### src/rtl/mem_arb_pkg.sv
`default_nettype none
// ============================================================================
// Module      : mem_arb_pkg
// Description : Shared types and constants for the unified-memory port
//               arbiter (state encoding, owner encoding, abort data).
// Revision    : 1.0 - initial release
// ============================================================================
package mem_arb_pkg;

  // Arbiter state: who, if anyone, currently owns the memory
  typedef enum logic [1:0] {
    IDLE   = 2'd0,
    BUSY_I = 2'd1,
    BUSY_D = 2'd2
  } arb_state_t;

  // Requester that an in-flight access belongs to
  typedef enum logic {
    OWN_I = 1'b0,
    OWN_D = 1'b1
  } owner_t;

  // Read data returned to the requester when an access is aborted
  localparam logic [31:0] ERR_DATA        = 32'hDEADBEEF;
  localparam int          DEF_MAX_DSTREAK = 4;
  localparam int          DEF_TIMEOUT     = 64;

endpackage
`default_nettype wire

### src/rtl/arb_timeout_counter.sv
`default_nettype none
// ============================================================================
// Module      : arb_timeout_counter
// Description : Loadable down-counter. Loaded with TIMEOUT-1 when an access
//               starts, counts down while the access is in flight and flags
//               expiry in the last cycle the memory is allowed to take.
// Revision    : 1.0 - initial release
// ============================================================================
module arb_timeout_counter
  import mem_arb_pkg::*;
#(
  parameter int TIMEOUT = DEF_TIMEOUT
) (
  input  logic clk,
  input  logic reset,
  input  logic i_load,
  input  logic i_en,
  output logic o_expire
);

  localparam int              CNT_W      = (TIMEOUT > 1) ? $clog2(TIMEOUT) : 1;
  localparam logic [CNT_W-1:0] c_LOAD_VAL = CNT_W'(TIMEOUT - 1);

  logic [CNT_W-1:0] r_cnt;

  // Reload on access start, otherwise count down to zero and hold there
  always_ff @(posedge clk or negedge reset) begin
    if (!reset) begin
      r_cnt <= '0;
    end else if (i_load) begin
      r_cnt <= c_LOAD_VAL;
    end else if (i_en && (r_cnt != '0)) begin
      r_cnt <= r_cnt - 1'b1;
    end
  end

  assign o_expire = (r_cnt == '0);

endmodule
`default_nettype wire

### src/rtl/mem_port_arbiter.sv
`default_nettype none
// ============================================================================
// Module      : mem_port_arbiter
// Description : Shares one single-ported memory between the core's fetch and
//               data ports. Serialises requests, latches the owner's address
//               and data for the memory, returns read data with a one-cycle
//               valid pulse, limits data-port starvation of fetches and
//               aborts accesses the memory never completes.
// Revision    : 1.0 - initial release
// ============================================================================
module mem_port_arbiter
  import mem_arb_pkg::*;
#(
  parameter int ADDR_W      = 32,
  parameter int DATA_W      = 32,
  parameter int MAX_DSTREAK = DEF_MAX_DSTREAK,
  parameter int TIMEOUT     = DEF_TIMEOUT
) (
  input  logic              clk,
  input  logic              reset,
  // Fetch port
  input  logic              i_req,
  input  logic [ADDR_W-1:0] i_addr,
  output logic [DATA_W-1:0] i_rdata,
  output logic              i_valid,
  // Data port
  input  logic              d_req,
  input  logic              d_we,
  input  logic [ADDR_W-1:0] d_addr,
  input  logic [DATA_W-1:0] d_wdata,
  output logic [DATA_W-1:0] d_rdata,
  output logic              d_valid,
  // Hazard unit stalls
  output logic              StallF,
  output logic              StallM,
  // Memory side
  output logic              mem_req,
  output logic              mem_we,
  output logic [ADDR_W-1:0] mem_addr,
  output logic [DATA_W-1:0] mem_wdata,
  input  logic [DATA_W-1:0] mem_rdata,
  input  logic              mem_ready,
  output logic              err
);

  localparam int               STK_W     = $clog2(MAX_DSTREAK + 1);
  localparam logic [STK_W-1:0] c_STK_MAX = STK_W'(MAX_DSTREAK);

  arb_state_t        r_state;
  arb_state_t        w_next_state;
  logic [STK_W-1:0]  r_streak;
  logic              r_mem_req;
  logic              r_mem_we;
  logic [ADDR_W-1:0] r_mem_addr;
  logic [DATA_W-1:0] r_mem_wdata;
  logic              r_i_valid;
  logic              r_d_valid;
  logic [DATA_W-1:0] r_i_rdata;
  logic [DATA_W-1:0] r_d_rdata;
  logic              r_err;

  logic              w_start_i;
  logic              w_start_d;
  logic              w_finish;
  logic              w_abort;
  logic              w_expire;
  owner_t            w_owner;
  logic [DATA_W-1:0] w_rsp_data;

  // Watchdog for the access in flight; cleared on every grant
  arb_timeout_counter #(
    .TIMEOUT (TIMEOUT)
  ) u_timeout (
    .clk      (clk),
    .reset    (reset),
    .i_load   (w_start_i | w_start_d),
    .i_en     (r_state != IDLE),
    .o_expire (w_expire)
  );

  // State register
  always_ff @(posedge clk or negedge reset) begin
    if (!reset) begin
      r_state <= IDLE;
    end else begin
      r_state <= w_next_state;
    end
  end

  // Next-state decode: grant in IDLE, complete or abort while busy
  always_comb begin
    w_next_state = r_state;
    w_start_i    = 1'b0;
    w_start_d    = 1'b0;
    w_finish     = 1'b0;
    w_abort      = 1'b0;
    case (r_state)
      IDLE: begin
        // Data wins ties until it has starved a waiting fetch long enough
        if (i_req && (!d_req || (r_streak == c_STK_MAX))) begin
          w_next_state = BUSY_I;
          w_start_i    = 1'b1;
        end else if (d_req) begin
          w_next_state = BUSY_D;
          w_start_d    = 1'b1;
        end
      end
      BUSY_I, BUSY_D: begin
        // A completion in the final allowed cycle still counts as success
        if (mem_ready) begin
          w_next_state = IDLE;
          w_finish     = 1'b1;
        end else if (w_expire) begin
          w_next_state = IDLE;
          w_abort      = 1'b1;
        end
      end
      default: begin
        w_next_state = IDLE;
      end
    endcase
  end

  assign w_owner    = (r_state == BUSY_D) ? OWN_D : OWN_I;
  assign w_rsp_data = w_abort  ? DATA_W'(ERR_DATA) :
                      r_mem_we ? '0 : mem_rdata;

  // Consecutive data grants made while a fetch was waiting
  always_ff @(posedge clk or negedge reset) begin
    if (!reset) begin
      r_streak <= '0;
    end else if (w_start_i) begin
      r_streak <= '0;
    end else if (w_start_d) begin
      if (!i_req) begin
        r_streak <= '0;
      end else if (r_streak != c_STK_MAX) begin
        r_streak <= r_streak + 1'b1;
      end
    end
  end

  // Memory-side latches and requester-side completion registers
  always_ff @(posedge clk or negedge reset) begin
    if (!reset) begin
      r_mem_req   <= 1'b0;
      r_mem_we    <= 1'b0;
      r_mem_addr  <= '0;
      r_mem_wdata <= '0;
      r_i_valid   <= 1'b0;
      r_d_valid   <= 1'b0;
      r_i_rdata   <= '0;
      r_d_rdata   <= '0;
      r_err       <= 1'b0;
    end else begin
      r_i_valid <= 1'b0;
      r_d_valid <= 1'b0;
      r_err     <= 1'b0;
      if (w_start_i || w_start_d) begin
        r_mem_req   <= 1'b1;
        r_mem_we    <= w_start_d & d_we;
        r_mem_addr  <= w_start_d ? d_addr : i_addr;
        r_mem_wdata <= w_start_d ? d_wdata : '0;
      end else if (w_finish || w_abort) begin
        r_mem_req <= 1'b0;
        r_mem_we  <= 1'b0;
        r_err     <= w_abort;
        if (w_owner == OWN_D) begin
          r_d_valid <= 1'b1;
          r_d_rdata <= w_rsp_data;
        end else begin
          r_i_valid <= 1'b1;
          r_i_rdata <= w_rsp_data;
        end
      end
    end
  end

  assign mem_req   = r_mem_req;
  assign mem_we    = r_mem_we;
  assign mem_addr  = r_mem_addr;
  assign mem_wdata = r_mem_wdata;
  assign i_valid   = r_i_valid;
  assign d_valid   = r_d_valid;
  assign i_rdata   = r_i_rdata;
  assign d_rdata   = r_d_rdata;
  assign err       = r_err;
  assign StallF    = i_req & ~r_i_valid;
  assign StallM    = d_req & ~r_d_valid;

endmodule
`default_nettype wire

### config.mk
export PLATFORM = sky130hd
export DESIGN_NAME = mem_port_arbiter
export DESIGN_NICKNAME = d
export VERILOG_FILES = /design/src/rtl/mem_arb_pkg.sv /design/src/rtl/arb_timeout_counter.sv /design/src/rtl/mem_port_arbiter.sv
export SDC_FILE = /design/constraint.sdc
export NUM_CORES = 1
export LEC_CHECK = 0
export ABC_AREA = 1
export BUFFER_PORTS_ARGS = -buffer_cell sky130_fd_sc_hd__buf_2
export CAP_MARGIN = 15
export CORE_MARGIN = 2
export CORE_UTILIZATION = 35
export DETAILED_ROUTE_END_ITERATION = 8
export MAX_ROUTING_LAYER = met4
export PLACE_DENSITY = 0.72
export SETUP_SLACK_MARGIN = 0.02
export SYNTH_ARGS = -nofsm -noshare
export SYNTH_HDL_FRONTEND = slang
export SYNTH_HIERARCHICAL = 1
export SYNTH_SLANG_ARGS = --single-unit
### constraint.sdc
create_clock -name clk -period 1.7 [get_ports clk]
set_input_delay 0 -clock clk [delete_from_list [all_inputs] [get_ports clk]]
set_output_delay 0 -clock clk [all_outputs]
set_load 0.05 [all_outputs]
==> results.yml, run 1 <==
setup_path:
  r2r_slack_ns: -0.01
  reg2reg_depth: 13
  required_ns: 2.05
  r2r_end: "d_rdata[18]$_DFFE_PN0P_"
  endpoint_kind: "flop"
  path_max_fanout: 6
  start_kind: "flop"
  worstSetupPathType: "reg -> reg"
  crit_arrival_ns: 2.06
  r2r_start: "u_timeout/r_cnt[0]$_DFFE_PN0P_"
power:
  leakage_nw: 6.24
  power.total_mw: 22.5
  p_per_area_nw_per_um2: 2060
  irDropWorstVdd_v: 0.00119
synth:
  ys.flop_type: "dfrtp_1"
  yosysSeqAreaShare: 0.536
  synth-edff-count: 0
  syn-num-nets: 1009
  ys_seq_elements: 144
  synth_cell_types: 23
  syn_area_per_cell_um2: 7.74
  synth_area_um2: 6730
  yosysWarnings: 6
  syn_inst: 869
  ys_async_sr_fraction: 1.00
routing:
  viasPerCell: 4.89
  ant_nets: 0
  routedWlPerCell_um: 15.6
  remaining_drc_errors: 0
  drtIter0Drc: 550
  drt_pre_antenna_iters: 5
  routed_wl_um: 24000
  vias: 7511
sta:
  slew_headroom: 0.674
  fmax_mhz: 583
  rsz0062_at_grt: "yes"
  setup_tns_ns: -0.0376
  finClkSkew_ns: 0.0119
  min_period_ns: 1.71
  final.period_utilization: 1.01
  tightest_slew_ns: 0.489
  setup_ws_ns: -0.0144
  final-max-slew-violation-count: 0
  setup_viol: 5
  hold_ws_ns: 0.111
  final_hold_viol_count: 0
layout:
  drive_gt1_frac: 0.316
  multiInputGateArea_um2: 2610
  nNetsFinal: 1428
  areaGrowthSynthToFinish_pct: 62.0
  nFillCells: 1541
  final_cell_mix: "nand2_1, buf_2, dfrtp_1"
  seq_area_um2: 3600
  layout_commonest_cell: "nand2_1"
  finish.utilization: 0.581
global_route:
  grt_max_degree: 62
  grt_pass1_wl_um: 36700
  grt_usage: 0.235
  antenna_found_initial: 0
  first_global_vias: 7504
  globalRoute.totalOverflow: 0
clock_network:
  cts-root-buf: "clkbuf_16"
  cts.sinks: 144
  h-tree-depth: 4
  path_clk_slew_ns: 0.06
  cts_tree: "done"
  clock_path_buffers: 2
  cts_made_buffers: 17
  insertion_delay_ns: 0.41
die:
  rows: 50
  start_util: 0.358
  die_w_um: 143
  num_io_pins: 269
  dieArea_um2: 20300
  die_h_um: 143
  core_area_um2: 18800
run_status:
  status: "finished, violations left"
  violations: "negative setup slack"
placed_design:
  hpwl_um: 14100
  numPortBuffers: 268
  gp_congestion: 0.855
  post-place-ws_ns: -0.00146
min_path:
  min_path_type: "in -> async"
run:
  maxCapViolCount: 0
through the flow:
step,cell area [µm²],cells
finish,10900,1536
global route,10900,1534
CTS,10600,1524
detailed placement,8570,1358
global placement,8570,1358
floorplan,6730,869
routing by layer:
metal | global-route usage | wire [µm] | vias to the layer above
met4 | 0.143 | 1480 | 0
li1 | - | - | 3500
met3 | 0.0520 | 1610 | 132
met2 | 0.368 | 11300 | 404
met1 | 0.276 | 9640 | 3475
met5 | - | 0 | -
cells by family (layout without fill, tap and decap cells):
| logic type | after synthesis | after routing | synth area share |
|---|---|---|---|
| other | 0 | 2 | 0 |
| and+or+nand+nor | 433 | 433 | 0.266 |
| buffers and inverters | 177 | 608 | 0.104 |
| AOI/OAI and AO/OA | 109 | 109 | 0.0835 |
| DFF | 144 | 144 | 0.536 |
| adders and majority gates | 6 | 6 | 0.0112 |
registers in the layout (all words and copies together), names as in the netlist:
signal and flops:
d_rdata 32, d_valid 1, err 1, i_rdata 32
i_valid 1, mem_addr 32, mem_req 1, mem_wdata 32
mem_we 1, r_state 2, r_streak 3, u_timeout/r_cnt 6
cells in the mapped netlist, types with 4 or more instances:
library cell / n / area [µm²]
buf_2: 13 / 65.1
buf_4: 5 / 37.5
clkbuf_1: 29 / 109
dfrtp_1: 144 / 3600
ha_1: 6 / 75.1
inv_1: 127 / 477
nand2_1: 360 / 1350
nand3_1: 14 / 70.1
nand4_1: 34 / 213
nor2_1: 15 / 56.3
o21ai_0: 97 / 485
o21ai_1: 4 / 20.0
o21ai_2: 4 / 35.0
layout make-up:
| type | instances | share of cell area |
|---|---|---|
| multi-input cells | 548 | 0.239 |
| inverters | 130 | 0.0452 |
| repair buffers | 447 | 0.302 |
| well taps | 234 | 0.0269 |
| flip-flops and latches | 144 | 0.331 |
| diodes | 2 | 0.000459 |
| clock buffers | 18 | 0.0403 |
| clock inverters | 13 | 0.0149 |
timing repair:
action / in CTS / in global routing
pin swaps: 2 / 9
gates cloned: 1 / 5
hold buffers: 131 / 0
hold endpoints to repair: 264 / 0
buffers inserted: 3 / 7
resized for setup: 6 / 66
setup endpoints to repair: 61 / 114
report_power, final:
| part | internal (mW) | switching [mW] |
|---|---|---|
| sequential | 4.97 | 0.842 |
| combinational | 3.47 | 9.40 |
| clock | 2.34 | 1.46 |
| total | 10.8 | 11.7 |
worst max path at each step:
stage / start / end / slack [ns] / depth (start not counted)
finish: u_timeout/r_cnt[0]$_DFFE_PN0P_ / d_rdata[18]$_DFFE_PN0P_ / -0.01 / 13
floorplan: u_timeout/r_cnt[1]$_DFFE_PN0P_ / i_rdata[10]$_DFFE_PN0P_ / 0.04 / 12
global route: u_timeout/r_cnt[0]$_DFFE_PN0P_ / d_rdata[5]$_DFFE_PN0P_ / -0.09 / 11
CTS: u_timeout/r_cnt[1]$_DFFE_PN0P_ / d_rdata[14]$_DFFE_PN0P_ / 0.03 / 13
detailed placement: u_timeout/r_cnt[0]$_DFFE_PN0P_ / d_rdata[1]$_DFFE_PN0P_ / -0.001 / 12
global placement: u_timeout/r_cnt[1]$_DFFE_PN0P_ / d_rdata[5]$_DFFE_PN0P_ / 0.05 / 12
worst max-delay path, stage by stage, from the launching register on:
cell and delay (ns):
dfrtp_1 0.40, inv_2 0.09, ha_4 0.14, nand3_4 0.07, inv_2 0.07, inv_2 0.04, nand2_2 0.08, nand2_4 0.07
buf_12 0.13, nor2_4 0.13, buf_6 0.15, clkbuf_16 0.15, nand2_1 0.05, nand2_1 0.07
Power figures use the tool's default switching activity.
==> inputs of run 2 (changes only) <==
CORE_UTILIZATION = 39   (was 35)
PLACE_DENSITY = 0.78   (was 0.72)
==> run 2 against run 1 <==
  * Critical endpoint is now d_rdata[22]$_DFFE_PN0P_
  * Critical path type unchanged
  * The run still ends with negative setup slack left
  * Highest routed layer unchanged
  * Sequential power rose by 0.7%
  * Register-to-register slack got worse by 0.04 ns
  * Final area shrank 1.2%
  * Via count rose by 0.96%
  * Die area down 10%
  * Worst setup slack worse by 0.037 ns
==> results.yml, run 2 (synthesis gave the netlist of run 1 again) <==
run_status:
  status: "finished, violations left"
  violations: "negative setup slack"
die:
  start_util: 0.394
  core_area_um2: 17100
  num_io_pins: 269
  rows: 48
  die_h_um: 135
  dieArea_um2: 18300
  die_w_um: 135
sta:
  final-max-slew-violation-count: 0
  fmax_mhz: 571
  final_hold_viol_count: 0
  min_period_ns: 1.75
  setup_tns_ns: -0.0515
  setup_viol: 1
  finClkSkew_ns: 0.0107
  tightest_slew_ns: 0.458
  final.period_utilization: 1.03
  setup_ws_ns: -0.0515
  rsz0062_at_grt: "yes"
  hold_ws_ns: 0.0642
  slew_headroom: 0.695
clock_network:
  cts_tree: "done"
  clock_path_buffers: 2
  cts_made_buffers: 17
  path_clk_slew_ns: 0.06
  cts-root-buf: "clkbuf_16"
  h-tree-depth: 4
  insertion_delay_ns: 0.42
  cts.sinks: 144
routing:
  drtIter0Drc: 634
  vias: 7583
  drt_pre_antenna_iters: 5
  routed_wl_um: 24600
  ant_nets: 0
  remaining_drc_errors: 0
  routedWlPerCell_um: 16.2
  viasPerCell: 4.99
global_route:
  globalRoute.totalOverflow: 0
  antenna_found_initial: 1
  grt_max_degree: 52
  grt_usage: 0.259
  grt_pass1_wl_um: 35700
  first_global_vias: 7257
setup_path:
  crit_start: "u_timeout/r_cnt[1]$_DFFE_PN0P_"
  crit_arrival_ns: 2.09
  r2r_slack_ns: -0.05
  start_kind: "flop"
  r2r_start: "u_timeout/r_cnt[1]$_DFFE_PN0P_"
  crit_end: "d_rdata[22]$_DFFE_PN0P_"
  critPathSlowestCell: "dfrtp_1"
  worstSetupPathType: "reg -> reg"
  endpoint_kind: "flop"
  critPathTopFamily: "simple AND/OR/NAND/NOR gates"
  path_max_fanout: 8
  critPathMaxStageDelay_ns: 0.39
  cp_cell_sequence: "inv_2 -> ha_4 -> nand3_4 -> inv_2 -> inv_2 -> nand2_2 -> nand2_2 -> buf_6 -> nor2_4 -> buf_6 -> nand2_1 -> nand2_1"
  cp.depth: 12
  path_buf_inv: 5
  crit_top_cell: "inv_2"
  required_ns: 2.04
  reg2reg_depth: 12
  r2r_end: "d_rdata[22]$_DFFE_PN0P_"
min_path:
  min_path_type: "in -> reg"
power:
  p_int_mw: 10.5
  pwr-share-clk: 0.169
  pwr-share-seq: 0.262
  leakage_nw: 6.16
  netSwitchingFraction: 0.530
  p_switching_mw: 11.8
  p_per_area_nw_per_um2: 2080
  p_comb_frac: 0.569
  irDropWorstVdd_v: 0.00130
placed_design:
  hpwl_um: 14100
  gp_congestion: 0.865
  numPortBuffers: 268
layout:
  nNetsFinal: 1422
  layout_commonest_cell: "nand2_1"
  drive_gt1_frac: 0.312
  final_cell_mix: "nand2_1, buf_2, dfrtp_1"
  finish.utilization: 0.631
  areaGrowthSynthToFinish_pct: 60.0
run:
  maxCapViolCount: 0
==> run 2: final cells by class <==
cell class	instances	area (µm²)
Multi-Input combinational cell	548	2610
Tap cell	225	282
Inverter	130	490
Antenna cell	1	2.50
Clock inverter	13	154
Timing Repair Buffer	441	3180
Sequential cell	144	3600
Clock buffer	19	443
Fill cell	1292	6290
==> run 2: worst register-to-register path: stages (launching register included) <==
cell	delay, ns
dfrtp_1	0.39
inv_2	0.09
ha_4	0.15
nand3_4	0.07
inv_2	0.07
inv_2	0.04
nand2_2	0.05
nand2_2	0.05
buf_6	0.13
nor2_4	0.26
buf_6	0.19
nand2_1	0.10
nand2_1	0.11
==> run 2: worst min path at each step <==
stage                     start                      end  cells after the start
after floorplan           reset   d_rdata[0]$_DFFE_PN0P_                      0
after global placement    reset   i_rdata[5]$_DFFE_PN0P_                      1
after detailed placement  reset   i_rdata[7]$_DFFE_PN0P_                      1
after CTS                 reset  i_rdata[10]$_DFFE_PN0P_                      2
after global routing      d_req   r_state[0]$_DFFE_PN0P_                      4
final                     d_req   r_state[0]$_DFFE_PN0P_                      4
==> run 2: timing repair <==
action                                  in CTS  in global routing
endpoints found under the setup margin       3                131
gates cloned                                 0                  4
resized for setup                            3                 76
pin swaps                                    0                  5
hold endpoints to repair                   276                  0
hold buffers                               132                  0
setup buffers                                0                  5
==> run 2: power groups by stage <==
stage               clock network [mW]  registers [mW]  logic, mW
finish                            3.78            5.85       12.7
global route                      4.01            5.99       13.4
CTS                               3.84            5.78       11.8
detailed placement                   0            5.80       11.6
global placement                     0            5.80       11.3
floorplan                            0            10.6       3.40
==> run 2: stage by stage <==
step	setup slack (ns)	instance area (µm²)	instances	power [mW]
3_5_place_dp	0.000106	8490	1347	17.4
2_1_floorplan	0.0449	6730	869	14.0
4_1_cts	0.0259	10400	1511	21.4
5_1_grt	-0.113	10800	1521	23.5
3_3_place_gp	0.0918	8490	1347	17.1
6_report	-0.0515	10800	1521	22.3
==> run 2: routing by layer <==
metal | track usage | part of all wire | vias to the layer above
met4 | 0.175 | 0.069 | 0
met2 | 0.413 | 0.47 | 440
met5 | - | 0 | -
met3 | 0.0569 | 0.070 | 162
met1 | 0.293 | 0.39 | 3487
li1 | - | - | 3494
==> inputs of run 3 (changes only) <==
MAX_ROUTING_LAYER = unset   (was met4)
==> run 3 against run 2 <==
  * The flow still finishes with violations (negative setup slack)
  * Fmax grew 1.5%
  * Sequential power about the same
  * Highest routed layer unchanged
  * Clock skew up 0.00090 ns
  * Wire length is 1.3% lower
  * Clock power about the same
  * Final area is essentially flat
  * Largest power group unchanged
  * Worst hold slack worse by 0.0064 ns
  * Register-to-register slack better by 0.03 ns
==> results.yml, run 3 (synthesis gave the netlist of run 1 again) <==
sta:
  setup_viol: 14
  finClkSkew_ns: 0.0116
  setup_ws_ns: -0.0253
  final-max-slew-violation-count: 0
  slew_headroom: 0.695
  rsz0062_at_grt: "yes"
  final.period_utilization: 1.01
  fmax_mhz: 580
  tightest_slew_ns: 0.458
  final_hold_viol_count: 0
  min_period_ns: 1.73
layout:
  multiInputGateArea_um2: 2600
  nNetsFinal: 1422
  final_cell_mix: "nand2_1, buf_2, dfrtp_1"
  nFillCells: 1298
  areaGrowthSynthToFinish_pct: 60.0
  seq_area_um2: 3600
  drive_gt1_frac: 0.310
  layout_commonest_cell: "nand2_1"
power:
  power.total_mw: 22.3
  irDropWorstVdd_v: 0.00130
  leakage_nw: 6.16
  p_per_area_nw_per_um2: 2070
routing:
  remaining_drc_errors: 0
  drt_pre_antenna_iters: 5
  wl_met2_um: 11600
  routed_wl_um: 24300
  viasPerCell: 4.91
  drtIter0Drc: 508
  ant_nets: 0
  routedWlPerCell_um: 16.0
  vias: 7466
  met3WireLength_um: 1830
  wl_met1_um: 9280
  top_layer_used: "met4"
global_route:
  antenna_found_initial: 1
  grt_max_degree: 52
  grt_pass1_wl_um: 35800
  grt_usage: 0.251
  globalRoute.totalOverflow: 0
  first_global_vias: 7265
clock_network:
  h-tree-depth: 4
  cts_made_buffers: 17
  clock_path_buffers: 2
  path_clk_slew_ns: 0.06
  cts_tree: "done"
  insertion_delay_ns: 0.42
  cts-root-buf: "clkbuf_16"
  cts.sinks: 144
placed_design:
  post-place-ws_ns: 0.000106
  gp_congestion: 0.852
  numPortBuffers: 268
  hpwl_um: 14100
setup_path:
  r2r_end: "d_rdata[13]$_DFFE_PN0P_"
  endpoint_kind: "flop"
  crit_arrival_ns: 2.08
  r2r_slack_ns: -0.03
  r2r_start: "u_timeout/r_cnt[1]$_DFFE_PN0P_"
  reg2reg_depth: 12
  start_kind: "flop"
  required_ns: 2.05
  crit_start: "u_timeout/r_cnt[1]$_DFFE_PN0P_"
  path_max_fanout: 6
  worstSetupPathType: "reg -> reg"
die:
  dieArea_um2: 18300
  start_util: 0.394
  die_h_um: 135
  core_area_um2: 17100
  num_io_pins: 269
  rows: 48
  die_w_um: 135
run_status:
  status: "finished, violations left"
  violations: "negative setup slack"
min_path:
  hold_end: "r_state[0]$_DFFE_PN0P_"
  min_path_type: "in -> reg"
  whs_path_depth: 4
  worstHoldStart: "d_req"
run:
  maxCapViolCount: 0
## run 3: cell types whose count changed in the layout (fill, tap and decap cells not counted)
| cell | delta |
|---|---|
| nand2_1 | +1 |
| nand2_2 | -1 |
| nor2_1 | +1 |
| nor2_2 | -1 |
| o21ai_0 | +1 |
| o21ai_1 | -1 |
## run 3: worst max path at each step
| stage | cells past startpoint | endpoint |
|---|---|---|
| after CTS | 11 | d_rdata[2]$_DFFE_PN0P_ |
| after global placement | 11 | d_rdata[31]$_DFFE_PN0P_ |
| after detailed placement | 11 | d_rdata[9]$_DFFE_PN0P_ |
| after floorplan | 12 | i_rdata[10]$_DFFE_PN0P_ |
| final | 12 | d_rdata[13]$_DFFE_PN0P_ |
| after global routing | 12 | d_rdata[31]$_DFFE_PN0P_ |
## run 3: area by class of cell
cell class / count / area share
sequential: 144 / 0.335
tap: 225 / 0.0262
multi-input combinational: 548 / 0.242
timing repair buffer: 441 / 0.296
antenna: 1 / 0.000233
clock inverter: 13 / 0.0143
clock buffer: 19 / 0.0412
inverter: 130 / 0.0456
## run 3: report_power, final
part | internal (mW) | total (mW) | switching, mW
combinational | 3.30 | 12.7 | 9.36
sequential | 4.97 | 5.85 | 0.883
clock | 2.24 | 3.79 | 1.55
## run 3: worst max-delay path, stage by stage (launching register included)
cell       delay [ns]
dfrtp_1          0.39
inv_2            0.09
ha_4             0.15
nand3_4          0.07
inv_2            0.07
inv_2            0.04
nand2_2          0.05
nand2_2          0.05
buf_6            0.13
nor2_4           0.28
clkbuf_16        0.23
nand2_4          0.05
nand2_2          0.06
## run 3: repair_timing
item,in CTS,in global routing
gates resized for setup,3,73
hold buffers,132,0
endpoints found under the hold margin,276,0
cloned,0,4
pin swaps,0,4
endpoints found under the setup margin,3,131
buffers inserted,0,5
## run 3: metrics by stage
stage               instance area [µm²]  cells  TNS, ns  utilization  hold slack, ns
floorplan                          6730    869        0            -          -0.296
global placement                   8490   1347        0        0.498         -0.0319
detailed placement                 8490   1347        0        0.498         -0.0345
CTS                               10400   1511        0        0.611          0.0871
global route                      10800   1521    -2.66        0.631          0.0944
finish                            10800   1521   -0.162        0.631          0.0577
## run 3: per-layer routing
| metal | global-route usage | up-vias |
|---|---|---|
| li1 | - | 3491 |
| met1 | 0.291 | 3421 |
| met2 | 0.413 | 427 |
| met3 | 0.0602 | 127 |
| met4 | 0.174 | 0 |
| met5 | 0 | - |
